===== config.mk =====
export PLATFORM = sky130hd
export DESIGN_NAME = load_store_unit
export DESIGN_NICKNAME = d
export VERILOG_FILES = /design/src/rtl/load_store_unit.sv
export SDC_FILE = /design/constraint.sdc
export NUM_CORES = 1
export LEC_CHECK = 0
export BUFFER_PORTS_ARGS = -buffer_cell sky130_fd_sc_hd__buf_2
export CAP_MARGIN = 5
export CORE_MARGIN = 10
export CORE_UTILIZATION = 45
export DETAILED_ROUTE_END_ITERATION = 8
export PLACE_DENSITY = 0.84
export SYNTH_ARGS = -nofsm -noshare
export SYNTH_HDL_FRONTEND = slang
export SYNTH_SLANG_ARGS = --single-unit

===== constraint.sdc =====
create_clock -name clk -period 2.3 [get_ports clk]
set_input_delay 0.46 -clock clk [delete_from_list [all_inputs] [get_ports clk]]
set_output_delay 0.46 -clock clk [all_outputs]
set_load 0.05 [all_outputs]

===== src/rtl/load_store_unit.sv =====
// load_store_unit: initiator side of a word-wide, byte-addressed data memory.
// Takes one load/store request at a time, performs big-endian byte/half
// extraction with sign/zero extension, and uses read-modify-write for
// sub-word stores. Responses return over a valid/ready handshake.
//
// Optional feature: define LSU_ALIGN_CHECK_EN to flag misaligned half/word
// accesses with rspErr; they then skip the memory entirely.
//
// Ports:
//   clk, rst_n                       clock, async active-low reset
//   reqValid/reqReady                request handshake
//   reqWrite, reqSize, reqUnsigned   request kind
//   reqAddr, reqWdata                byte address, store data (right-aligned)
//   rspValid/rspReady                response handshake
//   rspData, rspErr                  extended load data, misalignment flag
//   memAdr, writeData, memWrite      word-aligned memory cycle
//   readData                         combinational read of word at memAdr
module load_store_unit #(
    parameter int unsigned ADDR_W = 32,
    parameter int unsigned DATA_W = 32
) (
    input  logic              clk,
    input  logic              rst_n,
    input  logic              reqValid,
    output logic              reqReady,
    input  logic              reqWrite,
    input  logic [1:0]        reqSize,
    input  logic              reqUnsigned,
    input  logic [ADDR_W-1:0] reqAddr,
    input  logic [DATA_W-1:0] reqWdata,
    output logic              rspValid,
    input  logic              rspReady,
    output logic [DATA_W-1:0] rspData,
    output logic              rspErr,
    output logic [ADDR_W-1:0] memAdr,
    output logic [DATA_W-1:0] writeData,
    output logic              memWrite,
    input  logic [DATA_W-1:0] readData
);

    typedef enum logic [2:0] {IDLE, LOAD, RMW_RD, WRITE, RESP} state_t;

    state_t            state, stateD;
    logic [1:0]        sizeQ, sizeD;
    logic              unsQ, unsD;
    logic [1:0]        offQ, offD;
    logic [ADDR_W-1:0] memAdrD;
    logic [DATA_W-1:0] writeDataD, rspDataD;
    logic              memWriteD, rspValidD, rspErrD;
    logic              misalign;

    // Select the addressed byte/half (offset 0 is the most significant lane) and extend.
    function automatic logic [DATA_W-1:0] extract(input logic [DATA_W-1:0] w,
                                                  input logic [1:0] size,
                                                  input logic uns,
                                                  input logic [1:0] off);
        logic [7:0]  b;
        logic [15:0] h;
        case (off)
            2'd0:    b = w[31:24];
            2'd1:    b = w[23:16];
            2'd2:    b = w[15:8];
            default: b = w[7:0];
        endcase
        h = off[1] ? w[15:0] : w[31:16];
        if (size[1])      return w;
        else if (size[0]) return uns ? {16'h0000, h} : {{16{h[15]}}, h};
        else              return uns ? {24'h000000, b} : {{24{b[7]}}, b};
    endfunction

    // Replace only the addressed lane of the old word with the right-aligned store data.
    function automatic logic [DATA_W-1:0] merge(input logic [DATA_W-1:0] old,
                                                input logic [DATA_W-1:0] nw,
                                                input logic [1:0] size,
                                                input logic [1:0] off);
        logic [DATA_W-1:0] m;
        m = old;
        if (size[0]) begin
            if (off[1]) m[15:0]  = nw[15:0];
            else        m[31:16] = nw[15:0];
        end else begin
            case (off)
                2'd0:    m[31:24] = nw[7:0];
                2'd1:    m[23:16] = nw[7:0];
                2'd2:    m[15:8]  = nw[7:0];
                default: m[7:0]   = nw[7:0];
            endcase
        end
        return m;
    endfunction

    assign reqReady = rst_n & (state == IDLE);

    // Misalignment detection on the incoming request.
    always_comb begin
`ifdef LSU_ALIGN_CHECK_EN
        misalign = ((reqSize == 2'b01) && reqAddr[0]) ||
                   (reqSize[1] && (reqAddr[1:0] != 2'b00));
`else
        misalign = 1'b0;
`endif
    end

    // Next-state and next-output logic.
    always_comb begin
        stateD     = state;
        sizeD      = sizeQ;
        unsD       = unsQ;
        offD       = offQ;
        memAdrD    = memAdr;
        writeDataD = writeData;
        rspDataD   = rspData;
        rspErrD    = rspErr;
        memWriteD  = 1'b0;
        rspValidD  = 1'b0;
        case (state)
            IDLE: begin
                if (reqValid) begin
                    sizeD    = reqSize;
                    unsD     = reqUnsigned;
                    offD     = reqAddr[1:0];
                    memAdrD  = {reqAddr[ADDR_W-1:2], 2'b00};
                    rspDataD = '0;
                    rspErrD  = misalign;
                    if (reqWrite) writeDataD = reqWdata;
                    if (misalign) begin
                        stateD    = RESP;
                        rspValidD = 1'b1;
                    end else if (!reqWrite) begin
                        stateD = LOAD;
                    end else if (reqSize[1]) begin
                        stateD    = WRITE;
                        memWriteD = 1'b1;
                    end else begin
                        stateD = RMW_RD;
                    end
                end
            end
            LOAD: begin
                rspDataD  = extract(readData, sizeQ, unsQ, offQ);
                stateD    = RESP;
                rspValidD = 1'b1;
            end
            RMW_RD: begin
                writeDataD = merge(readData, writeData, sizeQ, offQ);
                stateD     = WRITE;
                memWriteD  = 1'b1;
            end
            WRITE: begin
                stateD    = RESP;
                rspValidD = 1'b1;
            end
            RESP: begin
                if (rspReady) stateD = IDLE;
                else          rspValidD = 1'b1;
            end
            default: stateD = IDLE;
        endcase
    end

    // State and registered outputs.
    always_ff @(posedge clk or negedge rst_n) begin
        if (!rst_n) begin
            state     <= IDLE;
            sizeQ     <= 2'b00;
            unsQ      <= 1'b0;
            offQ      <= 2'b00;
            memAdr    <= '0;
            writeData <= '0;
            rspData   <= '0;
            rspErr    <= 1'b0;
            memWrite  <= 1'b0;
            rspValid  <= 1'b0;
        end else begin
            state     <= stateD;
            sizeQ     <= sizeD;
            unsQ      <= unsD;
            offQ      <= offD;
            memAdr    <= memAdrD;
            writeData <= writeDataD;
            rspData   <= rspDataD;
            rspErr    <= rspErrD;
            memWrite  <= memWriteD;
            rspValid  <= rspValidD;
        end
    end

endmodule


* Word-level counts from Yosys, hierarchy flattened
Cells that the tools add are included.
** Operators by class
- Eq/ne operators :: 11
- Multiplexer cells :: 29
- Bitwise logic cells :: 1
- Reductions and logical operators :: 12
** Operators with widths (number)
- $mux 32 :: 8
- $pmux 32 s2 :: 2
- $mux 16 :: 3
- $mux 8 :: 4
- $pmux 8 s3 :: 1
- $pmux 3 s4 :: 1
- $eq 3x2->1 const B :: 2
- $mux 3 :: 2
- $ne 2x2->1 const B :: 3
- $ne 3x3->1 const B :: 2
- $reduce_and 2->1 :: 3
- $mux 1 :: 5
- $reduce_and 5->1 :: 1
- $pmux 1 s2 :: 2
- $reduce_and 4->1 :: 1
- $reduce_bool 2->1 :: 2
- $eq 3x1->1 const B :: 1
- $eq 3x3->1 const B :: 1
- $logic_not 3->1 :: 1
- $reduce_and 3->1 :: 1
- $reduce_or 3->1 :: 1
- $eq 2x1->1 const B :: 1
- $eq 2x2->1 const B :: 1
- $logic_not 2->1 :: 1
- 3 further kinds :: 3
** Word-level totals
- Register bits after elaboration :: 104
- Bits of input ports :: 104
- Output and inout port bits :: 100
- Word-level logic and storage cells :: 64

* Depth between registers and ports, before layout
Gate-level depths: netlist of the first run.
- Word-level depth :: 6
- Gate-level depth with buffers :: 7
- Gate-level depth less buffers :: 4

* Least setup slack after synthesis of the first run
Ideal clock, no wire load.
- Path type :: register -> output
- Start :: register state[2]
- End :: output port reqReady
- Arrival time :: 2213 ps
- Required time :: 1840 ps
- Path slack :: -373 ps
- Cell stages (with the launch flop) :: 3
- Buffers on the path :: 1
- Cells stage by stage :: dfrtp_1 -> clkbuf_1 -> nor4b_1
** On the way
- Cells in the longest elaborated chain, start to end :: 2
** Ends and longest elaborated chain
- start, declared :: RTL line 43 : state_t state, stateD;
- start signal, assigned :: RTL line 175 : state <= stateD;
- $logic_not 3->1 :: RTL line 92 : assign reqReady = rst_n & (state == IDLE);
- $and 1x1->1 :: RTL line 92
- end, declared :: RTL line 25 : output logic reqReady,
No other way between the ends.

* Final worst setup path of the first run
- Start :: register state[1]
- End :: register rspData[25]
** On the way
- Cells in the longest elaborated chain, start to end :: 3
- Elaborated cells on any way between the ends :: 6
- Those cells by class :: eq/ne (2); mux (1); reduce/logical (3)
** Ends and longest elaborated chain
- $eq 3x1->1 or $logic_not 3->1 (tied branches) :: RTL line 116 : case (state)
- $reduce_bool 2->1 (no line) or $ne 2x2->1 (tied branches)
- $reduce_and 2->1 (no line)
- end signal, assigned :: RTL line 181 : rspData <= rspDataD;
- end, declared :: RTL line 33 : output logic [DATA_W-1:0] rspData,
Several ways; a longest one is shown, not always the timed one.
A chain may end at the register's enable or synchronous reset.

==> results of run 1 <==
Yosys cell counts, drive strengths merged (2+ instances only):
| cell | number | area share (%) |
|---|---|---|
| a211oi | 9 | 1.3 |
| a21o | 10 | 1.5 |
| a21oi | 12 | 1.2 |
| a221o | 16 | 3.4 |
| a222oi | 6 | 1.2 |
| a22o | 10 | 1.7 |
| a22oi | 22 | 3.3 |
| buf | 21 | 2.5 |
| clkbuf | 21 | 1.5 |
| dfrtp | 104 | 51 |
| inv | 14 | 1.0 |
| mux2 | 43 | 9.4 |
| mux2i | 32 | 6.2 |
| nand2 | 19 | 1.4 |
| nand3 | 6 | 0.58 |
| nor2 | 38 | 2.8 |
| nor2b | 2 | 0.24 |
| nor3 | 4 | 0.39 |
| nor3b | 4 | 0.68 |
| nor4b | 3 | 0.92 |
| o211ai | 8 | 1.2 |
| o21a | 7 | 1.0 |
| o21ai | 19 | 1.8 |
| o31ai | 8 | 1.2 |
power breakdown:
part	leakage, nW	internal (mW)	switching, mW
clock network	0.128	0.789	0.654
logic	1.87	2.26	5.14
registers	1.29	2.71	0.671
how the worst min path moves through the flow:
stage | end | slack [ps] | cells past startpoint
after floorplan | memAdr[10]$_DFFE_PN0P_ | 160 | 0
after global placement | writeData[19]$_DFFE_PN0P_ | 450 | 1
after detailed placement | writeData[16]$_DFFE_PN0P_ | 470 | 1
after CTS | sizeQ[0]$_DFFE_PN0P_ | 330 | 3
after global routing | memAdr[7]$_DFFE_PN0P_ | 340 | 2
final | sizeQ[0]$_DFFE_PN0P_ | 340 | 3
worst register-to-register path, delay by kind of cell, from the launching register on:
| family | cells | cell delay (ps) |
|---|---|---|
| DFF | 1 | 390 |
| and+or+nand+nor | 2 | 1400 |
| AOI/OAI and AO/OA | 1 | 230 |
metrics by stage:
step | area, um^2 | setup WS [ps]
global placement | 6310 | 283
global route | 6600 | 111
finish | 6600 | 222
floorplan | 5160 | 323
detailed placement | 6310 | 240
CTS | 6580 | 250
layout make-up:
class	instances	share of cell area, %
flip-flops and latches	104	39.4
multi-input cells	296	35.1
repair buffers	222	17.8
clock buffers	13	3.94
well taps	140	2.65
inverters	14	0.796
clock inverters	2	0.228
flip-flops by register name, indices dropped and copies added (netlist names):
register	cells
memAdr	30
memWrite	1
offQ	2
rspData	32
rspValid	1
sizeQ	2
state	3
unsQ	1
writeData	32
layer usage:
layer	vias to the layer above	GRT usage, %	share of wire [%]
met5	-	0	0
met4	0	6.63	1.7
met3	22	4.12	6.8
met2	220	34.5	49
met1	2195	26.2	43
li1	2071	-	-
cells by family (layout without fill, tap and decap cells):
| kind of cell | count (synthesis) | in the layout | share of synthesized area [%] |
|---|---|---|---|
| multiplexers | 76 | 76 | 16.1 |
| AND/OR/NAND/NOR | 82 | 82 | 7.86 |
| buffers and inverters | 56 | 251 | 5.01 |
| other | 1 | 3 | 0.0729 |
| AO/OA/AOI/OAI | 135 | 135 | 20.4 |
| flip-flops | 104 | 104 | 50.6 |
==> metrics.txt, run 1 <==
status=finished, final reports clean; max incr delay on CP=~780 ps; first-pass GRT wire length=26800 um; unrepaired setup endpoints after global routing=no; Post-CTS Resized=0; hold_sp=reqSize[0]; initial DRC count=approximately 430; Layout area overhead=28.3%; vias post-DR=4508; postcts setup bufs=0; Slew Limit Fails=0; # hold bufs at CTS=0; drt pass-1 iters=6; clock-pin slew on the worst setup and hold paths=70 ps; Yosys reg bits=roughly 100; PwrDens=1850 nW/um^2; Crit-path slowest cell=nor4b_4; Post-synth EDFFs=0; DP HPWL=13400 um; Min-Delay Path Class=input port to flip-flop; number of global-route vias before repair=4678; FF-to-FF Start=state[1]$_DFFE_PN0P_; WP data required=2580 ps; most frequent cells in the layout=buf_2 (199), dfrtp_1 (104), mux2_2 (42); Leakage=3.29 nW; core area=11000 um^2; final hold vios=0; final setup fails=0; Die X=between 100 and 150 um; Final Skew=10.5 ps; die height=127 um; Reg2Reg Depth=3; TritonCTS Buffers=9; antenna-violating nets left=0; synthesized area=5140 um^2; largest net degree at the start of global routing=between 70 and 80; multi-input logic area=2320 um^2; Tot Pwr=12.2 mW; clock buffer depth=2; IO Pins=204; initial antenna violation count=0; placed cells=775; syn_area_per_cell=~11 um^2; Detailed Route WL=17200 um; share of cells above drive strength 1=roughly 46%; final cycle utilization of the critical path=90.3%; Die Footprint=roughly 16000 um^2; sequential area share after synthesis=50.6%; crit path kind=flip-flop to flip-flop; R2R setup slack=220 ps; commonest non-fill, non-tap cell in the layout=buf_2; Final nets=around 750; post-synthesis cell count=454; Slew headroom=between 30% and 40%; yosys warns=0; Worst Setup Start Kind=flip-flop; WP buf/inv=0; WP data arrival=2360 ps; Initial Util=between 40% and 50%; Finished Core Util=59.8%; max frequency=481 MHz; Worst Setup EP=rspData[25]$_DFFE_PN0P_; Worst VDD drop=around 1000 uV; PortBufs=200; critical path cell sequence=or4b_1 -> nor4b_4 -> a221o_2; Skew-Pair Late Insertion Delay=350 ps; Routed wire per std cell=21.7 um; Top FF cell, synth=dfrtp_1; Fill cells=roughly 950; Distinct cells, synth=49; Rows=38; delay-heaviest family, CP=simple AND/OR/NAND/NOR gates; max-cap check violation count=0; GRT Resource Usage Total=20.6%; DRC Markers=0; TNS Setup=0 ps; Crit path depth=3; root buffer cell=clkbuf_16; FF-to-FF End=rspData[25]$_DFFE_PN0P_; minimum clock period=2080 ps; vias per cell=5.70; crit path launch=state[1]$_DFFE_PN0P_; H-Tree Depth=3; n_diodes=0; clock sinks=about 100; CP Capture Type=flip-flop; Reg area=2600 um^2; Async S/R FF share, synth=100%; CP max FO=16; Overflow after GRT=0; non-filler cells, final=about 790; CTS tree=done; Final GP Congestion=0.878; Worst Tran Pin Value=~970 ps; Hold WS=340 ps
No activity file was read; power rests on OpenSTA's default activity.
==> inputs of run 2 (changes only) <==
- CORE_UTILIZATION: 45 -> 44
- PLACE_DENSITY: 0.84 -> 0.85
- clock period: 2.3 -> 1.8 ns (I/O delays scaled with it)
==> metrics.txt, run 2 (synthesis gave the netlist of run 1 again) <==
DP HPWL=13700 um (was 13400 um); number of global-route vias before repair=4866 (was 4678); Skew-Pair Late Insertion Delay=350 ps (about the same); max incr delay on CP=390 ps (was 780 ps); Rows=39 (was 38); Worst VDD drop=1220 uV (was 981 uV); max-cap check violation count=0 (unchanged); Switching Fraction=51.0% (was 52.9%); delay-heaviest family, CP=compound AO/OA/AOI/OAI gates (was simple AND/OR/NAND/NOR gates); core area=11400 um^2 (was 11000 um^2); Min-Delay Path Class=input port to asynchronous set/reset pin (was input port to flip-flop); final hold vios=0 (unchanged); GRT Resource Usage Total=20.8% (was 20.6%); Cell Area, Placed=6510 um^2 (was 6310 um^2); most frequent cells in the layout=buf_2 (198), dfrtp_1 (102), mux2_2 (42) (was buf_2 (199), dfrtp_1 (104), mux2_2 (42)); H-Tree Depth=3 (unchanged); share of cells above drive strength 1=48.9% (was 45.6%); unrepaired setup endpoints after global routing=yes (was no); Slew headroom=63.5% (was 35.1%); Detailed Route WL=17800 um (was 17200 um); root buffer cell=clkbuf_16 (unchanged); sequential power share=25.7% (was 27.7%); Worst Setup Start Kind=flip-flop (unchanged); Largest regs=rspData: 32 flops, writeData: 32 flops, memAdr: 30 flops (unchanged); FF-to-FF Start=state[2]$_DFFE_PN0P_ (was state[1]$_DFFE_PN0P_); Overflow after GRT=0 (unchanged); IO Pins=204 (unchanged); Die X=128 um (was 127 um); CP Capture Type=flip-flop (unchanged); drt pass-1 iters=9 (was 6); die height=128 um (was 127 um); crit path launch=state[2]$_DFFE_PN0P_ (was state[1]$_DFFE_PN0P_); Crit-path slowest cell=dfrtp_1 (was nor4b_4); Final Cell Area=6980 um^2 (was 6600 um^2); first-pass GRT wire length=27000 um (was 26800 um); DRC Markers=0 (unchanged); Final nets=774 (was 751); CP max FO=5 (was 16); Initial Util=45.1% (was 46.6%); max frequency=557 MHz (was 481 MHz); crit path kind=flip-flop to flip-flop (unchanged); P_int=8.15 mW (was 5.76 mW); final setup fails=0 (unchanged); largest net degree at the start of global routing=105 (was 76); pre-CTS setup slack=-240 ps (was 240 ps); vias post-DR=4719 (was 4508); CTS tree=done (unchanged); status=finished, final reports clean (unchanged); Psw=8.49 mW (was 6.47 mW); Final GP Congestion=0.925 (was 0.878); Die Footprint=16400 um^2 (was 16100 um^2); WP data arrival=2030 ps (was 2360 ps); clock-pin slew on the worst setup and hold paths=70 ps (about the same); antenna-violating nets left=0 (unchanged); Slew Limit Fails=0 (unchanged); Leakage=3.47 nW (was 3.29 nW); TritonCTS Buffers=9 (unchanged); Worst Tran Pin Value=547 ps (was 973 ps); critical path cell sequence=buf_6 -> nor4b_4 -> a22oi_2 -> a41oi_4 -> mux2_1 (was or4b_1 -> nor4b_4 -> a221o_2); PwrDens=2380 nW/um^2 (was 1850 nW/um^2); Layout area overhead=35.7% (was 28.3%); WP buf/inv=1 (was 0); WP data required=2040 ps (was 2580 ps); clock buffer depth=2 (unchanged); commonest non-fill, non-tap cell in the layout=buf_2 (unchanged); final cycle utilization of the critical path=99.8% (was 90.3%); clock share of power=13.6% (was 11.8%); initial antenna violation count=0 (unchanged); minimum clock period=1800 ps (was 2080 ps); initial DRC count=406 (was 427); n_diodes=0 (unchanged); PnR worst setup slack=3.53 ps (was 222 ps); Routed wire per std cell=21.8 um (was 21.7 um); combinational power share=60.7% (was 60.5%); Tot Pwr=16.6 mW (was 12.2 mW); clock sinks=104 (unchanged); vias per cell=5.77 (was 5.70); Final Skew=10.0 ps (was 10.5 ps); PortBufs=200 (unchanged); # hold bufs at CTS=0 (unchanged)
## run 2: routing by layer
metal / track usage [%] / part of all wire [%]
met5: 0 / 0
met4: 8.08 / 2.3
met3: 6.74 / 8.5
met2: 34.1 / 49
met1: 24.9 / 40
## run 2: path summary, 6_finish.rpt
kind / endpoint / slack, ps / cells past startpoint
min: memAdr[2]$_DFFE_PN0P_ / 110 / 2
min reg2reg: writeData[21]$_DFFE_PN0P_ / 480 / 1
max reg2reg: writeData[7]$_DFFE_PN0P_ / 4 / 5
max in group asynchronous: offQ[0]$_DFFE_PN0P_ / 1280 / 2
min in group clk: sizeQ[0]$_DFFE_PN0P_ / 220 / 3
max: writeData[7]$_DFFE_PN0P_ / 4 / 5
## run 2: stage by stage
step                instances  util (%)  setup TNS (ps)  hold WS [ps]
detailed placement        795      57.0           -3750           470
global route              818      61.1            -767           149
global placement          795      57.0           -2660           454
finish                    818      61.1               0           109
floorplan                 456         -            -946          64.4
CTS                       814      60.6           -47.7           124
## run 2: repair_timing
action	in CTS	in global routing
setup buffers	3	4
setup endpoints to repair	24	58
pin swaps	3	1
gates resized for setup	8	10
## run 2: cell type report
| cell class | instances | area, um^2 |
|---|---|---|
| Clock buffer | 10 | 229 |
| Tap cell | 143 | 179 |
| Multi-Input combinational cell | 296 | 2350 |
| Clock inverter | 6 | 115 |
| Timing Repair Buffer | 245 | 1450 |
| Sequential cell | 104 | 2610 |
| Fill cell | 975 | 4440 |
| Inverter | 14 | 52.6 |
## run 2: power by group through the flow
stage / clock network (mW) / logic, mW / registers [mW]
finish: 2.27 / 10.1 / 4.27
global route: 2.39 / 10.6 / 4.41
detailed placement: 0 / 9.86 / 4.28
CTS: 2.31 / 9.98 / 4.25
floorplan: 0 / 3.66 / 7.63
global placement: 0 / 9.67 / 4.22
